### src/rtl/usb_line_pkg.sv
// Shared types and line-state encodings for the USB line transceiver.
package usb_line_pkg;

   typedef enum logic [1:0] {
      NONE      = 2'b00,
      TOKEN     = 2'b01,
      DATA      = 2'b10,
      HANDSHAKE = 2'b11
   } pkt_type_t;

   typedef enum logic [1:0] {T_IDLE, T_STREAM, T_SE0, T_J} tx_state_t;
   typedef enum logic [1:0] {R_IDLE, R_SEEK, R_DATA, R_EOP} rx_state_t;

   // Line states as {dp, dm}
   localparam logic [1:0] J   = 2'b10;
   localparam logic [1:0] K   = 2'b01;
   localparam logic [1:0] SE0 = 2'b00;
   localparam logic [1:0] SE1 = 2'b11;

endpackage

### src/rtl/usb_line_rx.sv
// Receive FSM: sync seek with timeout, bit counting, EOP qualification.
//   state  | meaning
//   R_IDLE | not listening
//   R_SEEK | armed, waiting for the first K of sync
//   R_DATA | packet bits arriving, counting received bits
//   R_EOP  | SE0 seen, waiting for the closing J
module usb_line_rx import usb_line_pkg::*; #(
   parameter int DATA_BITS  = 96,
   parameter int RX_TIMEOUT = 255,
   parameter int CW         = 9
) (
   input  logic clk,
   input  logic rst,
   input  logic arm,
   input  logic abort,
   input  logic dp_r,
   input  logic dm_r,
   output logic tx_ok,
   output logic valid,
   output logic done,
   output logic err,
   output logic timeout
);

   localparam logic [CW-1:0] CMAX     = {CW{1'b1}};
   localparam logic [CW-1:0] TO_LAST  = CW'(RX_TIMEOUT - 1);
   localparam logic [CW-1:0] MAX_BITS = CW'(DATA_BITS);

   rx_state_t     state, nxt;
   logic [CW-1:0] cnt;
   logic [1:0]    line;

   assign line  = {dp_r, dm_r};
   assign tx_ok = (state == R_IDLE) || (state == R_SEEK);

   // cnt is the seek cycle count in R_SEEK and the received-bit count in R_DATA
   always_ff @(posedge clk) begin
      if (rst) begin
         state <= R_IDLE;
         cnt   <= '0;
      end else begin
         state <= nxt;
         if (state == R_SEEK && nxt == R_DATA)
            cnt <= CW'(1);
         else if (nxt != state)
            cnt <= '0;
         else if ((state == R_SEEK || state == R_DATA) && cnt != CMAX)
            cnt <= cnt + 1'b1;
      end
   end

   always_comb begin
      nxt = state;
      case (state)
         R_IDLE: if (arm) nxt = R_SEEK;
         R_SEEK: begin
            if (abort)               nxt = R_IDLE;
            else if (line == K)      nxt = R_DATA;
            else if (cnt == TO_LAST) nxt = R_IDLE;
         end
         R_DATA: begin
            if (line == SE0)                         nxt = R_EOP;
            else if (line == SE1 || cnt >= MAX_BITS) nxt = R_IDLE;
         end
         R_EOP:   if (line != SE0) nxt = R_IDLE;
         default: nxt = R_IDLE;
      endcase
   end

   always_comb begin
      valid   = 1'b0;
      done    = 1'b0;
      err     = 1'b0;
      timeout = 1'b0;
      case (state)
         R_SEEK: begin
            if (!abort) begin
               if (line == K)           valid   = 1'b1;
               else if (cnt == TO_LAST) timeout = 1'b1;
            end
         end
         R_DATA: begin
            if (line == J || line == K) begin
               valid = 1'b1;
               err   = (cnt >= MAX_BITS);
            end else if (line == SE1) begin
               err = 1'b1;
            end
         end
         R_EOP: begin
            if (line == J)        done = 1'b1;
            else if (line != SE0) err  = 1'b1;
         end
         default: ;
      endcase
   end

endmodule

### src/rtl/usb_line_xcvr.sv
// Half-duplex USB line transceiver: transmit FSM, tx/rx arbitration, receiver instance.
//   state    | meaning
//   T_IDLE   | line released, resting at J
//   T_STREAM | driving tx_bit for the latched packet length
//   T_SE0    | driving SE0 part of EOP
//   T_J      | driving J before release; tx_done on last cycle
module usb_line_xcvr import usb_line_pkg::*; #(
   parameter int TOK_BITS   = 32,
   parameter int DATA_BITS  = 96,
   parameter int HS_BITS    = 16,
   parameter int EOP_SE0    = 2,
   parameter int EOP_J      = 1,
   parameter int RX_TIMEOUT = 255
) (
   input  logic       clk,
   input  logic       rst,
   input  logic       tx_start,
   input  logic [1:0] tx_type,
   input  logic       tx_bit,
   output logic       tx_bit_req,
   output logic       tx_busy,
   output logic       tx_done,
   input  logic       rx_arm,
   input  logic       dp_r,
   input  logic       dm_r,
   output logic       dp_w,
   output logic       dm_w,
   output logic       line_oe,
   output logic       rx_bit,
   output logic       rx_valid,
   output logic       rx_done,
   output logic       rx_err,
   output logic       rx_timeout
);

   localparam int M1 = (DATA_BITS > RX_TIMEOUT) ? DATA_BITS : RX_TIMEOUT;
   localparam int M2 = (M1 > TOK_BITS) ? M1 : TOK_BITS;
   localparam int M3 = (M2 > HS_BITS) ? M2 : HS_BITS;
   localparam int CW = $clog2(M3 + 2);

   localparam logic [CW-1:0] CMAX     = {CW{1'b1}};
   localparam logic [CW-1:0] SE0_LAST = CW'(EOP_SE0 - 1);
   localparam logic [CW-1:0] J_LAST   = CW'(EOP_J - 1);

   tx_state_t     tx_state, tx_next;
   logic [CW-1:0] tx_cnt, tx_len, start_len;
   logic          tx_accept, tx_last, rx_tx_ok;

   assign tx_accept = (tx_state == T_IDLE) && tx_start && (tx_type != 2'b00) && rx_tx_ok;
   assign rx_bit    = dp_r;

   always_comb begin
      case (pkt_type_t'(tx_type))
         TOKEN:     start_len = CW'(TOK_BITS);
         DATA:      start_len = CW'(DATA_BITS);
         HANDSHAKE: start_len = CW'(HS_BITS);
         default:   start_len = '0;
      endcase
   end

   always_comb begin
      case (tx_state)
         T_STREAM: tx_last = (tx_cnt == tx_len - 1'b1);
         T_SE0:    tx_last = (tx_cnt == SE0_LAST);
         T_J:      tx_last = (tx_cnt == J_LAST);
         default:  tx_last = 1'b0;
      endcase
   end

   always_ff @(posedge clk) begin
      if (rst) begin
         tx_state <= T_IDLE;
         tx_cnt   <= '0;
         tx_len   <= '0;
      end else begin
         tx_state <= tx_next;
         if (tx_accept)
            tx_len <= start_len;
         if (tx_state == T_IDLE || tx_next != tx_state)
            tx_cnt <= '0;
         else if (tx_cnt != CMAX)
            tx_cnt <= tx_cnt + 1'b1;
      end
   end

   always_comb begin
      tx_next = tx_state;
      case (tx_state)
         T_IDLE:   if (tx_accept) tx_next = T_STREAM;
         T_STREAM: if (tx_last)   tx_next = T_SE0;
         T_SE0:    if (tx_last)   tx_next = T_J;
         T_J:      if (tx_last)   tx_next = T_IDLE;
         default:  tx_next = T_IDLE;
      endcase
   end

   always_comb begin
      dp_w       = 1'b1;
      dm_w       = 1'b0;
      tx_bit_req = 1'b0;
      tx_done    = 1'b0;
      tx_busy    = (tx_state != T_IDLE);
      case (tx_state)
         T_STREAM: begin
            dp_w       = tx_bit;
            dm_w       = ~tx_bit;
            tx_bit_req = 1'b1;
         end
         T_SE0: begin
            dp_w = 1'b0;
            dm_w = 1'b0;
         end
         T_J:     tx_done = tx_last;
         default: ;
      endcase
      line_oe = tx_busy;
   end

   // A tx_start accepted in the same cycle as rx_arm wins; the arm is dropped
   usb_line_rx #(
      .DATA_BITS  (DATA_BITS),
      .RX_TIMEOUT (RX_TIMEOUT),
      .CW         (CW)
   ) u_rx (
      .clk     (clk),
      .rst     (rst),
      .arm     (rx_arm & ~tx_busy & ~tx_accept),
      .abort   (tx_accept),
      .dp_r    (dp_r),
      .dm_r    (dm_r),
      .tx_ok   (rx_tx_ok),
      .valid   (rx_valid),
      .done    (rx_done),
      .err     (rx_err),
      .timeout (rx_timeout)
   );

endmodule

### config.mk
export PLATFORM = sky130hd
export DESIGN_NAME = usb_line_xcvr
export DESIGN_NICKNAME = d
export VERILOG_FILES = /design/src/rtl/usb_line_pkg.sv /design/src/rtl/usb_line_rx.sv /design/src/rtl/usb_line_xcvr.sv
export SDC_FILE = /design/constraint.sdc
export NUM_CORES = 1
export LEC_CHECK = 0
export ABC_AREA = 1
export BUFFER_PORTS_ARGS = -buffer_cell sky130_fd_sc_hd__buf_2
export CORE_ASPECT_RATIO = 0.6
export CORE_MARGIN = 2
export CORE_UTILIZATION = 45
export DETAILED_ROUTE_END_ITERATION = 10
export GPL_ROUTABILITY_DRIVEN = 0
export GPL_TIMING_DRIVEN = 0
export PLACE_DENSITY = 0.63
export SLEW_MARGIN = 10
export SYNTH_ARGS = -nofsm -noshare
export SYNTH_HDL_FRONTEND = slang
export SYNTH_SLANG_ARGS = --single-unit
### constraint.sdc
create_clock -name clk -period 2.3 [get_ports clk]
set_input_delay 0.115 -clock clk [delete_from_list [all_inputs] [get_ports clk]]
set_output_delay 0.115 -clock clk [all_outputs]
set_load 0.02 [all_outputs]
==> results.yml, run 1 <==
global_routing:
  use_met3_pct: 3.82
  grt_max_degree: 14
  use_met2_pct: 20.5
  grt.overflow.total: 0
  met1_usage_pct: 29.1
  grt_pass1_vias: 1386
  grt_busiest_layer: "met1"
  grt_pass1_wl_um: 6780
  track_usage_pct: 16.9
  antenna_found_initial: 0
logic_synthesis:
  yosys.cell_types.count: 32
  yosysTopAreaCell: "dfxtp_1"
  synth_area_leaders: "dfxtp_1 25%, ha_1 17%, nand2_1 11%"
  yosysSeqAreaShare_pct: 25.2
  syn-instance-count: 281
  yosysTopAreaCellShare_pct: 25.2
  synth-seq-cells: 25
  synth_fp_nets: 317
  synth.avg_cell_area_um2: 7.08
  netlist_area_mm2: 0.00199
  yosysWarnings: 0
clocking:
  clock_latency_ns: 0.27
  numCtsBuffers: 3
  cts_tree: "yes"
  cts_root_buf: "clkbuf_8"
  clk_pin_slew_ns: 0.09
  htree_levels: 1
  clockBufferDepth: 2
  clock_sinks: 25
setup_path:
  cp_max_fo: 6
  worst_path_max_delay_cell: "dfxtp_4"
  required_ns: 2.18
  crit_path_end_kind: "output port"
  arrival_ns: 2.09
  path_class: "reg -> out"
  critical_path.cell_chain: "inv_8 > ha_4 > buf_8 > buf_6 > o21ai_2 > nand2_1 > nor2_2 > nand3_2 > nand2_4 > nand2_4 > buf_4 > nor2_1 > buf_2"
  cp_common_cell: "nand2_4"
  setup.worst_path.start_class: "flip-flop"
  cpPeakStageDelay_ns: 0.39
routing:
  drt-initial-drc-count: 29
  firstDrtPassIters: 4
  drc: 0
  routed_wl_um: 4390
  dr_total_vias: 1713
  antenna_left: 0
  wl_per_cell_um: 11.9
  viasPerCell: 4.63
layout:
  instances_no_fill: 370
  drive_above_1_share_pct: 26.1
  regArea_um2: 514
  final_cell_mix: "56 x nand2_1, 40 x inv_1, 29 x nor2_1, 21 x ha_1, 20 x dfxtp_1"
  final_nets: 347
  nFillCells: 400
  syn_to_final_growth_pct: 20.2
  multiInputGateArea_mm2: 0.00140
  diodes: 0
  final_common_cell: "nand2_1"
timing:
  drv_slew: 0
  skew_ns: 0.00959
  fin_crit_ns: 2.20
  maxSlewHeadroom_pct: 79.3
  hold_violations: 0
  post-route-period-util_pct: 95.7
  setup_violations: 0
  max_freq_mhz: 454
  tightest_slew_ns: 0.308
die:
  row_count: 18
  die_area_mm2: 0.00498
  core_area_mm2: 0.00417
  io_pins: 20
  initial_utilization_pct: 47.7
  chipWidth_um: 89.8
  die_h_um: 55.5
pwr:
  clockPowerShare_pct: 10.3
  ir_drop_v: 0.000594
  seqPwrFrac_pct: 24.1
  switching_share_pct: 50.6
  p_int_uw: 1280
  powerDensity_mw_per_mm2: 1080
  finalPower_uw: 2590
  p_sw_uw: 1310
  combPwrFrac_pct: 65.6
  p_leak_uw: 0.00106
placed_design:
  numPortBuffers: 19
  place_hpwl_um: 3170
  dp_cells: 360
run:
  max_cap_viol_count: 0
hold_path:
  hold_path.class: "in -> reg"
outcome:
  outcome: "completed"
area by class of cell:
class                   instances  area share [%]
repair buffers                 25            6.02
well taps                      60            3.14
inverters                      44            7.43
plain buffers                   4            1.57
clock buffers                   4            1.88
multi-input cells             208            58.4
flip-flops and latches         25            21.5
cells by family after synthesis:
family	after synthesis	share of synthesized area, %
DFF	25	25.2
and+or+nand+nor	137	32.6
adders and majority gates	27	17.0
xor gates and xnor gates	15	6.99
AOI/OAI and AO/OA	28	7.93
buffers and inverters	49	10.3
sequential cells by signal (all words and copies together) (netlist names):
name,count
tx_cnt,9
tx_state,2
tx_len,3
u_rx.state,2
u_rx.cnt,9
path summary, 6_finish.rpt:
path / start / end / slack [ns] / depth (start not counted)
max reg2reg: tx_state[0] / tx_cnt[7] / 0.11 / 17
max: tx_state[0] / tx_done / 0.1 / 13
min reg2reg: tx_len[4] / tx_len[4] / 0.52 / 2
min: rst / tx_state[1] / 0.09 / 2
per-stage QoR:
stage | worst slack (ns) | utilization [%] | instance area, um^2 | hold slack, ns | setup TNS (ns)
floorplan | 0.251 | - | 1990 | 0.184 | 0
global placement | -0.0340 | 51.8 | 2160 | 0.378 | -0.166
detailed placement | -0.0543 | 51.8 | 2160 | 0.377 | -0.361
CTS | 0.00838 | 53.2 | 2210 | 0.0826 | 0
global route | -0.0156 | 57.4 | 2390 | 0.0838 | -0.0218
finish | 0.0991 | 57.4 | 2390 | 0.0930 | 0
cells in the mapped netlist (all sizes together):
cell	count
nand2	64
inv	44
nor2	42
ha	27
dfxtp	25
nand3	18
o21ai	17
xor2	12
a21oi	10
nor3	5
buf	4
nand4	4
nor4	3
xnor2	3
clkbuf	1
nand3b	1
o211ai	1
power groups by stage:
stage	Combinational [uW]	Clock (uW)	Sequential, uW
after floorplan	1130	0	580
after global placement	1410	0	596
after detailed placement	1410	0	598
after CTS	1450	276	593
after global routing	1910	292	639
final	1700	266	625
what timing repair did:
| action | CTS | global route |
|---|---|---|
| endpoints found under the setup margin | 8 | 20 |
| gates resized for setup | 3 | 36 |
| endpoints found under the hold margin | 0 | 0 |
| pin swaps | 0 | 16 |
| hold buffers | 0 | 0 |
| buffers inserted | 0 | 6 |
| cloned | 0 | 1 |
critical path, delay by kind of cell (launching register included):
family / cells / cell delay [ns]
buf+inv: 5 / 0.63
flops: 1 / 0.39
fa+ha+maj: 1 / 0.15
simple gates: 6 / 0.55
compound gates: 1 / 0.10
per-layer routing:
metal | up-vias | part of all wire (%)
li1 | 940 | -
met5 | - | 0
met2 | 33 | 38
met4 | 0 | 0.36
met1 | 738 | 58
met3 | 2 | 4.0
No activity file was read; power rests on OpenSTA's default activity.
==> run 2: changes to the inputs <==
--- a/config.mk
+++ b/config.mk
@@ -5,7 +5,6 @@
 export SDC_FILE = /design/constraint.sdc
 export NUM_CORES = 1
 export LEC_CHECK = 0
-export ABC_AREA = 1
 export BUFFER_PORTS_ARGS = -buffer_cell sky130_fd_sc_hd__buf_2
 export CORE_ASPECT_RATIO = 0.6
 export CORE_MARGIN = 2
@@ -13,8 +12,9 @@
 export DETAILED_ROUTE_END_ITERATION = 10
 export GPL_ROUTABILITY_DRIVEN = 0
 export GPL_TIMING_DRIVEN = 0
-export PLACE_DENSITY = 0.63
+export PLACE_DENSITY = 0.62
 export SLEW_MARGIN = 10
 export SYNTH_ARGS = -nofsm -noshare
 export SYNTH_HDL_FRONTEND = slang
+export SYNTH_HIERARCHICAL = 1
 export SYNTH_SLANG_ARGS = --single-unit
==> run 2 against run 1 <==
Against the previous run: the flow now finishes with violations (negative setup slack); global-route usage grew 3.5 points; fmax decreased by 7.7%; non-clock buffer count rose by 19; clock skew about the same; final cell count fell by 6.5%; synthesized cell count fell by 15%; clock power up 4%; flip-flop and latch count stayed put; highest routed layer unchanged.
==> results.yml, run 2 <==
outcome:
  outcome: "complete, but fails checks"
  violations: "negative setup slack"
logic_synthesis:
  yosysSeqAreaShare_pct: 24.8
  synth-edff-count: 0
  synth-seq-cells: 25
  synth_fp_nets: 273
  synth.avg_cell_area_um2: 8.45
  netlist_area_mm2: 0.00202
  yosysTopAreaCell: "dfxtp_1"
  yosys.cell_types.count: 55
  syn-instance-count: 239
  yosysMostFrequentCell: "nand2_1"
  synthFlopType: "dfxtp_1"
  yosysTopAreaCellShare_pct: 24.8
  synth_area_leaders: "dfxtp_1 25%, ha_1 15%, nand2_1 5.6%"
  yosys-top-cells-count: "30 x nand2_1, 25 x dfxtp_1, 25 x ha_1, 20 x inv_1, 15 x nor2_1"
  async_flop_share_pct: 0
  yosysWarnings: 6
timing:
  rsz0062_at_grt: "yes"
  tightest_slew_ns: 0.810
  skew_ns: 0.00980
  hold_violations: 0
  setup_violations: 11
  post-route-period-util_pct: 104
  fin_ws_ns: -0.0834
  fin_crit_ns: 2.38
  drv_slew: 0
  maxSlewHeadroom_pct: 45.9
  max_freq_mhz: 420
routing:
  viasPerCell: 5.51
  routed_wl_um: 5200
  wl_per_cell_um: 15.0
  drt-initial-drc-count: 111
  dr_total_vias: 1906
  antenna_left: 0
  firstDrtPassIters: 4
  drc: 0
clocking:
  holdBufCountCts: 0
  clockBufferDepth: 2
  cts_root_buf: "clkbuf_8"
  clk_pin_slew_ns: 0.10
  clock_sinks: 25
  clock_latency_ns: 0.28
  cts_tree: "yes"
  htree_levels: 1
  numCtsBuffers: 3
setup_path:
  arrival_ns: 2.54
  cp_max_fo: 8
  r2r-start: "u_rx/state[0]"
  setup.worst_path.start_class: "flip-flop"
  crit_path_end_kind: "flip-flop"
  startpoint: "u_rx/state[0]"
  required_ns: 2.46
  path_class: "reg -> reg"
layout:
  top_regs: "tx_cnt (9), u_rx/cnt (9), tx_len (3)"
  final_nets: 321
  syn_to_final_growth_pct: 29.0
  final_util_pct: 61.9
  diodes: 0
  stdcell_area_mm2: 0.00261
  final_cell_mix: "28 x nand2_1, 22 x buf_4, 19 x ha_1, 19 x dfxtp_1, 17 x buf_2"
  final_common_cell: "nand2_1"
  instances_no_fill: 346
  drive_above_1_share_pct: 31.8
pwr:
  p_int_uw: 1190
  p_sw_uw: 908
  p_leak_uw: 0.00104
  seqPwrFrac_pct: 26.2
  switching_share_pct: 43.2
  finalPower_uw: 2100
  ir_drop_v: 0.000682
  powerDensity_mw_per_mm2: 806
  clockPowerShare_pct: 13.2
  combPwrFrac_pct: 60.6
die:
  die_h_um: 55.9
  initial_utilization_pct: 48.0
  core_area_mm2: 0.00421
  io_pins: 20
  row_count: 18
  chipWidth_um: 90.5
  die_area_mm2: 0.00506
placed_design:
  placed_area_mm2: 0.00224
  place_hpwl_um: 3580
  numPortBuffers: 19
  dp_cells: 318
global_routing:
  track_usage_pct: 20.4
  grt_pass1_vias: 1660
  grt.overflow.total: 0
  antenna_found_initial: 0
  grt_max_degree: 15
  grt_pass1_wl_um: 8260
hold_path:
  worstHoldStart: "rst"
  hold_path.class: "in -> reg"
run:
  max_cap_viol_count: 0
## run 2: changes by cell type in the layout (fill, tap and decap cells not counted), sizes merged, moves of 5 or more
cell,change
and3,+5
nand2,-34
o21ai,-10
buf,+18
nor2b,+6
a211oi,+12
xnor2,+9
inv,-24
nand3,-13
xor2,-9
nor2,-27
## run 2: stage by stage
stage | setup WS [ns] | hold slack, ns | setup TNS (ns)
after floorplan | 0.0113 | 0.178 | 0
after global placement | -0.380 | 0.425 | -3.89
after detailed placement | -0.388 | 0.429 | -3.38
after CTS | 0.000322 | 0.134 | 0
after global routing | -0.198 | 0.154 | -2.08
final | -0.0834 | 0.142 | -0.726
## run 2: per-layer routing
metal / wire [um] / global-route usage (%)
met5: 0 / 0
met4: 23 / 3.30
met3: 496 / 4.61
met2: 2010 / 25.8
met1: 2670 / 34.1
## run 2: path summary, 6_finish.rpt
check / to / slack, ns / depth (start not counted)
worst min-delay path: tx_len[6] / 0.14 / 2
worst max register to register: u_rx/cnt[8] / -0.08 / 11
worst max-delay path: u_rx/cnt[8] / -0.08 / 11
worst min register to register: tx_len[5] / 0.51 / 2
## run 2: cell families (layout without fill, tap and decap cells)
kind of cell / after synthesis / after routing / share of synthesized area, %
mux: 3 / 3 / 1.49
buf+inv: 25 / 72 / 5.57
xor+xnor: 15 / 15 / 6.50
fa+ha+maj: 25 / 25 / 15.5
simple gates: 99 / 99 / 27.9
flops: 25 / 25 / 24.8
compound gates: 47 / 47 / 18.3
## run 2: cell type report
| class | instances | area [um^2] |
|---|---|---|
| multi-input cells | 189 | 1530 |
| inverters | 20 | 80.1 |
| repair buffers | 44 | 335 |
| flip-flops and latches | 25 | 515 |
| clock buffers | 3 | 41.3 |
| well taps | 60 | 75.1 |
| clock inverters | 1 | 5.00 |
| plain buffers | 4 | 26.3 |
| fillers | 353 | 1600 |
## run 2: power groups by stage
stage / Clock, uW / Sequential, uW / Combinational [uW]
2_1_floorplan: 0 / 540 / 724
3_3_place_gp: 0 / 557 / 943
3_5_place_dp: 0 / 558 / 946
4_1_cts: 279 / 548 / 1150
5_1_grt: 299 / 556 / 1380
6_report: 277 / 550 / 1270
## run 2: what timing repair did
action                     CTS  global route
pin swaps                    8             2
resized for setup           18            15
cloned                       0             0
buffers inserted            21             5
setup endpoints to repair   12            14
## run 2: critical path, stage by stage, from the launching register on
cell and delay (ns):
dfxtp_4 0.39, inv_4 0.05, ha_4 0.17, or2_4 0.23, nand4b_1 0.22, inv_2 0.09, nand3b_1 0.22, and3_4 0.18
a32o_2 0.28, nor3b_4 0.23, buf_12 0.15, nor4b_1 0.05
==> run 3: changes to the inputs <==
--- a/config.mk
+++ b/config.mk
@@ -8,11 +8,11 @@
 export BUFFER_PORTS_ARGS = -buffer_cell sky130_fd_sc_hd__buf_2
 export CORE_ASPECT_RATIO = 0.6
 export CORE_MARGIN = 2
-export CORE_UTILIZATION = 45
+export CORE_UTILIZATION = 25
 export DETAILED_ROUTE_END_ITERATION = 10
 export GPL_ROUTABILITY_DRIVEN = 0
 export GPL_TIMING_DRIVEN = 0
-export PLACE_DENSITY = 0.62
+export PLACE_DENSITY = 0.39
 export SLEW_MARGIN = 10
 export SYNTH_ARGS = -nofsm -noshare
 export SYNTH_HDL_FRONTEND = slang
==> run 3 against run 2 <==
Against the previous run: the run now ends clean; via count shrank 5.1%; largest cell class unchanged; die area grew 75%; first-iteration DRC count grew 22%; final area grew 2.2%; critical path type unchanged; clock skew shrank 0.0081 ns; core utilization shrank 28 points; power grew 3.7%; sequential power is essentially flat; critical endpoint is now u_rx/cnt[2].
==> results.yml, run 3 (synthesis results as in run 2) <==
timing:
  max_freq_mhz: 442
  post-route-period-util_pct: 98.5
  tightest_slew_ns: 0.802
  hold_violations: 0
  drv_slew: 0
  holdWs_ns: 0.164
  maxSlewHeadroom_pct: 46.4
  fin_crit_ns: 2.26
  setup_violations: 0
  rsz0062_at_grt: "yes"
  skew_ns: 0.00174
die:
  chipWidth_um: 120
  row_count: 25
  io_pins: 20
  die_area_mm2: 0.00884
  core_area_mm2: 0.00785
  initial_utilization_pct: 25.7
  die_h_um: 73.6
placed_design:
  dp_cells: 366
  numPortBuffers: 19
  place_hpwl_um: 4030
layout:
  diodes: 0
  final_cell_mix: "28 x nand2_1, 21 x buf_4, 20 x ha_1, 19 x dfxtp_1, 18 x buf_2"
  final_common_cell: "nand2_1"
  final_util_pct: 33.9
  final_nets: 317
  instances_no_fill: 390
  drive_above_1_share_pct: 30.1
  syn_to_final_growth_pct: 31.8
  nFillCells: 825
  top_regs: "tx_cnt (9), u_rx/cnt (9), tx_len (3)"
setup_path:
  path_class: "reg -> reg"
  crit_path_end_kind: "flip-flop"
  cpPeakStageDelay_ns: 0.39
  worst_path_max_delay_cell: "dfxtp_4"
  required_ns: 2.45
  cp_max_fo: 8
  critPathTopFamily: "simple AND/OR/NAND/NOR gates"
  critical_path.cell_chain: "inv_4 > ha_4 > or2_4 > nand4b_1 > inv_2 > nand3b_1 > and3_4 > a32o_2 > nor3b_4 > buf_12 > nor3_1"
  crit_buf_inv: 3
  setup.worst_path.start_class: "flip-flop"
  arrival_ns: 2.41
routing:
  wl_met3_um: 242
  dr_total_vias: 1808
  drt-initial-drc-count: 135
  viasPerCell: 4.64
  firstDrtPassIters: 4
  drc: 0
  routed_wl_um: 5430
  antenna_left: 0
  wl_met2_um: 1830
  wl_met1_um: 3330
  top_layer_used: "met4"
  wl_per_cell_um: 13.9
global_routing:
  track_usage_pct: 13.0
  grt_max_degree: 14
  antenna_found_initial: 0
  grt.overflow.total: 0
  grt_pass1_vias: 1639
  grt_pass1_wl_um: 8850
pwr:
  p_sw_uw: 915
  p_leak_uw: 0.00105
  powerDensity_mw_per_mm2: 818
  p_int_uw: 1260
  switching_share_pct: 42.0
  combPwrFrac_pct: 56.4
  seqPwrFrac_pct: 25.2
  ir_drop_v: 0.000276
  finalPower_uw: 2180
  clockPowerShare_pct: 18.4
outcome:
  outcome: "completed"
clocking:
  numCtsBuffers: 3
  htree_levels: 1
  clk_pin_slew_ns: 0.07
  holdBufCountCts: 0
  clockBufferDepth: 2
  clock_sinks: 25
  clock_latency_ns: 0.26
  cts_tree: "yes"
  cts_root_buf: "clkbuf_16"
run:
  max_cap_viol_count: 0
hold_path:
  hold_path.class: "in -> reg"
run 3: final timing paths:
kind            startpoint          end  slack (ns)  cells after the start
max          u_rx/state[0]  u_rx/cnt[2]        0.04                     11
min                    rst    tx_len[4]        0.16                      2
min reg2reg      tx_len[6]    tx_len[6]        0.52                      2
max reg2reg  u_rx/state[0]  u_rx/cnt[2]        0.04                     11
run 3: routing by layer:
layer  vias to the layer above  GRT usage [%]
met5                         -              0
met4                         0           2.75
met3                         2           2.72
met2                        32           16.4
met1                       835           21.4
li1                        939              -
run 3: final cells by class:
cell class | instances | area, um^2 | area share (%)
inverters | 20 | 82.6 | 3.10
repair buffers | 40 | 284 | 10.7
clock buffers | 4 | 78.8 | 2.96
plain buffers | 4 | 30.0 | 1.13
multi-input cells | 189 | 1540 | 57.7
flip-flops and latches | 25 | 515 | 19.4
well taps | 108 | 135 | 5.07
run 3: power by group through the flow:
stage	Combinational, uW	Clock (uW)	Sequential (uW)
CTS	1120	423	543
finish	1230	401	548
detailed placement	979	0	558
global placement	983	0	559
floorplan	724	0	540
global route	1360	435	558
run 3: metrics by stage:
step	worst slack (ns)	setup TNS, ns	area (um^2)
finish	0.0351	0	2660
global route	-0.136	-1.20	2660
CTS	0.00540	0	2570
detailed placement	-0.515	-4.29	2300
global placement	-0.502	-5.81	2290
floorplan	0.0113	0	2060
run 3: worst register-to-register path: stages, from the launching register on:
cell and delay, ns:
dfxtp_4 0.39, inv_4 0.05, ha_4 0.15, or2_4 0.21
nand4b_1 0.16, inv_2 0.08, nand3b_1 0.21, and3_4 0.19
a32o_2 0.29, nor3b_4 0.23, buf_12 0.15, nor3_1 0.05
run 3: timing repair:
item	in CTS	in global routing
setup buffers	18	3
endpoints found under the setup margin	12	14
pin swaps	9	6
gates resized for setup	13	16
